**src/rtl/fifo_read_streamer_pkg.sv**
```systemverilog
// Shared definitions for the FIFO read streamer: FSM state encoding and skid sizing.
// Used by fifo_read_streamer and fifo_read_skid (FIFO_READ_STREAMER_STATS_EN is consumed by the top only).
package fifo_read_streamer_pkg;

    typedef enum logic {
        RUN   = 1'b0,
        FLUSH = 1'b1
    } stream_state_t;

    localparam int SKID_DEPTH = 2;
    localparam int OCC_WIDTH  = $clog2(SKID_DEPTH + 1);

endpackage

```
**src/rtl/fifo_read_skid.sv**
```systemverilog
// Two-entry in-order skid buffer holding words captured from the FIFO until the stream accepts them.
// Callers guarantee no push when full and no pop when empty; clear wins over push/pop.
module fifo_read_skid
    import fifo_read_streamer_pkg::*;
#(
    parameter int DATA_WIDTH = 8
) (
    input  logic                  clk,
    input  logic                  rst,
    input  logic                  push,
    input  logic [DATA_WIDTH-1:0] push_data,
    input  logic                  pop,
    input  logic                  clear,
    output logic [OCC_WIDTH-1:0]  occupancy,
    output logic [DATA_WIDTH-1:0] head_data
);

    logic [DATA_WIDTH-1:0] head_q;
    logic [DATA_WIDTH-1:0] tail_q;

    always_ff @(posedge clk or posedge rst) begin
        if (rst) begin
            occupancy <= '0;
            head_q    <= '0;
            tail_q    <= '0;
        end else if (clear) begin
            occupancy <= '0;
        end else if (push && !pop) begin
            if (occupancy == '0) begin
                head_q <= push_data;
            end else begin
                tail_q <= push_data;
            end
            occupancy <= occupancy + 1'b1;
        end else if (!push && pop) begin
            head_q    <= tail_q;
            occupancy <= occupancy - 1'b1;
        end else if (push && pop) begin
            // Simultaneous push and pop keeps occupancy; the new word lands behind any survivor.
            if (occupancy == OCC_WIDTH'(SKID_DEPTH)) begin
                head_q <= tail_q;
                tail_q <= push_data;
            end else begin
                head_q <= push_data;
            end
        end
    end

    assign head_data = head_q;

endmodule

```
**src/rtl/fifo_read_streamer.sv**
```systemverilog
// Turns a FIFO read port (pop, data one cycle later) into a valid/ready stream, with a discard-drain flush.
// Define FIFO_READ_STREAMER_STATS_EN to add the word_count delivered-word counter port.
module fifo_read_streamer
    import fifo_read_streamer_pkg::*;
#(
    parameter int DATA_WIDTH = 8,
    parameter int STAT_WIDTH = 16
) (
    input  logic                  read_clk,
    input  logic                  read_reset,
    input  logic                  fifo_empty,
    output logic                  fifo_read_en,
    input  logic [DATA_WIDTH-1:0] fifo_read_data,
    output logic                  out_valid,
    input  logic                  out_ready,
    output logic [DATA_WIDTH-1:0] out_data,
    input  logic                  flush,
    output logic                  flush_busy
`ifdef FIFO_READ_STREAMER_STATS_EN
    ,
    output logic [STAT_WIDTH-1:0] word_count
`endif
);

    stream_state_t        state;
    stream_state_t        next_state;
    logic                 inflight;
    logic [OCC_WIDTH-1:0] occupancy;
    logic                 pop_accepted;
    logic                 handshake;
    logic                 capture;
    logic                 clear_buf;

    assign pop_accepted = fifo_read_en && !fifo_empty;
    assign out_valid    = (occupancy != '0);
    assign handshake    = out_valid && out_ready;
    assign capture      = inflight && (state == RUN);
    assign clear_buf    = (state == RUN) && flush;

    always_ff @(posedge read_clk or posedge read_reset) begin
        if (read_reset) begin
            state    <= RUN;
            inflight <= 1'b0;
        end else begin
            state    <= next_state;
            inflight <= pop_accepted;
        end
    end

    always_comb begin
        next_state = state;
        case (state)
            RUN:     if (flush) next_state = FLUSH;
            FLUSH:   if (fifo_empty && !inflight) next_state = RUN;
            default: next_state = RUN;
        endcase
    end

    // Pop only when the word can be guaranteed a skid slot; gated by reset so nothing is requested while held.
    always_comb begin
        fifo_read_en = 1'b0;
        flush_busy   = 1'b0;
        if (!read_reset) begin
            case (state)
                RUN: fifo_read_en = !fifo_empty &&
                    ((int'(occupancy) + int'(inflight) - int'(handshake)) < SKID_DEPTH);
                FLUSH: begin
                    fifo_read_en = !fifo_empty;
                    flush_busy   = 1'b1;
                end
                default: fifo_read_en = 1'b0;
            endcase
        end
    end

    fifo_read_skid #(
        .DATA_WIDTH(DATA_WIDTH)
    ) u_skid (
        .clk       (read_clk),
        .rst       (read_reset),
        .push      (capture),
        .push_data (fifo_read_data),
        .pop       (handshake),
        .clear     (clear_buf),
        .occupancy (occupancy),
        .head_data (out_data)
    );

`ifdef FIFO_READ_STREAMER_STATS_EN
    always_ff @(posedge read_clk or posedge read_reset) begin
        if (read_reset) begin
            word_count <= '0;
        end else if (handshake) begin
            word_count <= word_count + 1'b1;
        end
    end
`endif

endmodule

```
**config.mk**
```make
export PLATFORM = sky130hd
export DESIGN_NAME = fifo_read_streamer
export DESIGN_NICKNAME = d
export VERILOG_FILES = /design/src/rtl/fifo_read_streamer_pkg.sv /design/src/rtl/fifo_read_skid.sv /design/src/rtl/fifo_read_streamer.sv
export SDC_FILE = /design/constraint.sdc
export NUM_CORES = 1
export LEC_CHECK = 0
export ABC_AREA = 1
export CORE_MARGIN = 5
export CORE_UTILIZATION = 60
export CTS_CLUSTER_DIAMETER = 50
export DETAILED_ROUTE_END_ITERATION = 10
export DONT_BUFFER_PORTS = 1
export PLACE_DENSITY = 0.76
export SETUP_SLACK_MARGIN = 0.15
export SYNTH_ARGS = -nofsm -noshare
export SYNTH_HDL_FRONTEND = slang
export SYNTH_SLANG_ARGS = --single-unit
export TNS_END_PERCENT = 30
```
**constraint.sdc**
```tcl
create_clock -name read_clk -period 1.9 [get_ports read_clk]
set_input_delay 0.285 -clock read_clk [delete_from_list [all_inputs] [get_ports read_clk]]
set_output_delay 0.285 -clock read_clk [all_outputs]
set_load 0.05 [all_outputs]
```
==> impl_metrics.env <==
export IMPL_place_ws_ns=-0.214
export IMPL_syn_area_um2=1100
export IMPL_period_needed_ns=2.40
export IMPL_wire_per_inst_um=12.8
export IMPL_grt_pass1_wl_um=3950
export IMPL_setup_ws_ns=-0.503
export IMPL_postRouteAntennaNets=0
export IMPL_p_leak_nw=0.700
export IMPL_crit_fanout=4
export IMPL_io_buffers=0
export IMPL_cp_start_kind="flop"
export IMPL_grtUsageTotal_pct=19.7
export IMPL_grt_overflow_total=0
export IMPL_min_path_type="input pin to asynchronous set/reset pin"
export IMPL_routabilityCongestion=0.791
export IMPL_synth_ff_type="dfrtp_1"
export IMPL_drtPass1Iterations=4
export IMPL_multiInputGateArea_um2=524
export IMPL_fmaxAchievable_ghz=0.416
export IMPL_fin_nets=174
export IMPL_htreeDepth=1
export IMPL_drtIter0Drc=25
export IMPL_yosysWarnings=0
export IMPL_grt_pass1_vias=895
export IMPL_stdcell_area_um2=1340
export IMPL_synth_edff_count=0
export IMPL_finalPower_mw=2.55
export IMPL_antenna_found_initial=0
export IMPL_synthTopCellsByCount="46 x nand2_1, 23 x inv_1, 20 x dfrtp_1"
export IMPL_yosys_area_top_type_share_pct=45.6
export IMPL_cts_root_buf="clkbuf_4"
export IMPL_io_pins=24
export IMPL_clock_sinks=20
export IMPL_cp_cell_sequence="buf_12, a21oi_4, o21ai_2, fa_2, xnor2_2, nand2_2, a211oi_4, buf_12"
export IMPL_final_core_util_pct=77.8
export IMPL_drt_wl_total_um=2360
export IMPL_die_y_um=52.8
export IMPL_tritoncts="yes"
export IMPL_post_place_cells=176
export IMPL_yosysMostFrequentCell="nand2_1"
export IMPL_clk_path_buf_depth=2
export IMPL_cp_required_ns=1.62
export IMPL_fillers=130
export IMPL_synth_nets=157
export IMPL_yosysSeqAreaShare_pct=45.6
export IMPL_crit_top_cell="buf_12"
export IMPL_dieArea_um2=2790
export IMPL_tns_ns=-0.503
export IMPL_num_antenna_cells=0
export IMPL_ys_ff_latch=20
export IMPL_final_seq_area_um2=503
export IMPL_synthToLayoutAreaGrowth_pct=22.2
export IMPL_status="finished, violations left"
export IMPL_ys_types=20
export IMPL_max_slew_worst_pin_slew_ns=0.751
export IMPL_grt_max_degree=21
export IMPL_stdcell_count=184
export IMPL_synth_area_leader_cell="dfrtp_1"
export IMPL_dp_hpwl_um=1630
export IMPL_hold_violations=20
export IMPL_critical_path_class="flop to primary output"
export IMPL_period_share_pct=126
export IMPL_rsz0062_at_grt="true"
export IMPL_slew_headroom_pct=49.9
export IMPL_synthCells=143
export IMPL_worstPathArrival_ns=2.12
export IMPL_synth_area_leaders="dfrtp_1 46%, nand2_1 16%, inv_1 7.9%"
export IMPL_hold_slack_ns=-0.0163
export IMPL_core_area_um2=1730
export IMPL_clkTransAtPathRegs_ns=0.12
export IMPL_drv_slew=0
export IMPL_vias_per_cell=5.12
export IMPL_dr_total_vias=942
export IMPL_vdd_drop_max_v=0.00102
export IMPL_cts_hold_fix_buffers=0
export IMPL_cts_inserted_buffers=3
export IMPL_syn_area_per_cell_um2=7.68
export IMPL_start_util_pct=63.6
export IMPL_die_w_um=52.8
export IMPL_drc=0
export IMPL_setup_viol_count_final=1
export IMPL_max_stage_delay_ns=0.44
export IMPL_setup_worst_path_end_class="primary output"
export IMPL_clock_latency_ns=0.30
export IMPL_timing_max_cap_violations=0
export IMPL_row_count=15
export IMPL_crit_slowest_cell="dfrtp_2"
export IMPL_ys_async_sr_fraction_pct=100
export IMPL_placed_area_um2=1230
export IMPL_drive_gt1_share_pct=26.4
export IMPL_violations="negative hold slack, negative setup slack"
export IMPL_skew_ns=0.00661
export IMPL_p_per_area_nw_per_um2=1900
-- per-layer routing --
metal  vias to the layer above  wire length [um]  track usage (%)
li1                        471                 -                -
met1                       429              1050             27.5
met2                        36              1100             28.9
met3                         6               155             4.56
met4                         0                46             8.51
met5                         -                 0                0
-- placed cells by master, fill, tap and decap left out, types with 2 or more instances in the layout --
cell and count:
buf_4 13, nor2_4 3, nor2_1 5, nand2_4 2, inv_1 22, nand2_2 4, clkbuf_4 3, o21ai_0 3
o21ai_1 7, dfrtp_1 18, nor2_2 2, buf_12 2, inv_2 3, dfrtp_2 2, nand2_1 44, nand3_1 16
-- state kept, by name, indices dropped and copies added, names as in the netlist --
signal	flops
inflight	1
state	1
u_skid.head_data	8
u_skid.occupancy	2
u_skid.tail_q	8
-- final timing paths --
kind / startpoint / endpoint / slack (ns) / cells after the start
max: u_skid.occupancy[0] / fifo_read_en / -0.50 / 8
min: read_reset / u_skid.head_data[2] / -0.02 / 1
max reg2reg: u_skid.occupancy[0] / inflight / 0.23 / 7
min reg2reg: u_skid.tail_q[6] / u_skid.tail_q[6] / 0.51 / 2
max in group asynchronous: read_reset / u_skid.occupancy[0] / 1.40 / 1
min in group read_clk: read_reset / inflight / 0.03 / 1
-- where the power goes --
part / total [mW] / switching (mW) / internal, mW / leakage [nW]
Sequential: 1.01 / 0.401 / 0.608 / 0.251
Clock: 0.348 / 0.135 / 0.213 / 0.0279
Combinational: 1.19 / 0.687 / 0.503 / 0.421
-- area by class of cell --
class,count,share of cell area (%)
multi-input cells,95,39.0
flip-flops and latches,20,37.5
repair buffers,15,10.3
inverters,25,6.99
well taps,25,2.33
clock inverters,1,2.24
clock buffers,3,1.68
-- repair_timing --
action / 4_1_cts / 5_1_grt
pin swaps: 1 / 1
setup buffers: 3 / 1
endpoints found under the setup margin: 1 / 3
resized for setup: 3 / 2
-- critical path: cells and delay by family (launching register included) --
kind / cells / cell delay, ns
DFF: 1 / 0.44
adders and majority gates: 1 / 0.37
xor gates and xnor gates: 1 / 0.14
and+or+nand+nor: 1 / 0.09
AOI/OAI and AO/OA: 3 / 0.47
buffers and inverters: 2 / 0.31
-- cell families (layout without fill, tap and decap cells) --
| group | count (synthesis) | count (layout) | synth area share [%] |
|---|---|---|---|
| compound gates | 15 | 15 | 7.29 |
| buf+inv | 28 | 44 | 11.3 |
| fa+ha+maj | 1 | 1 | 1.82 |
| xor+xnor | 1 | 1 | 0.797 |
| flops | 20 | 20 | 45.6 |
| simple gates | 78 | 78 | 33.3 |
Power figures use the tool's default switching activity.
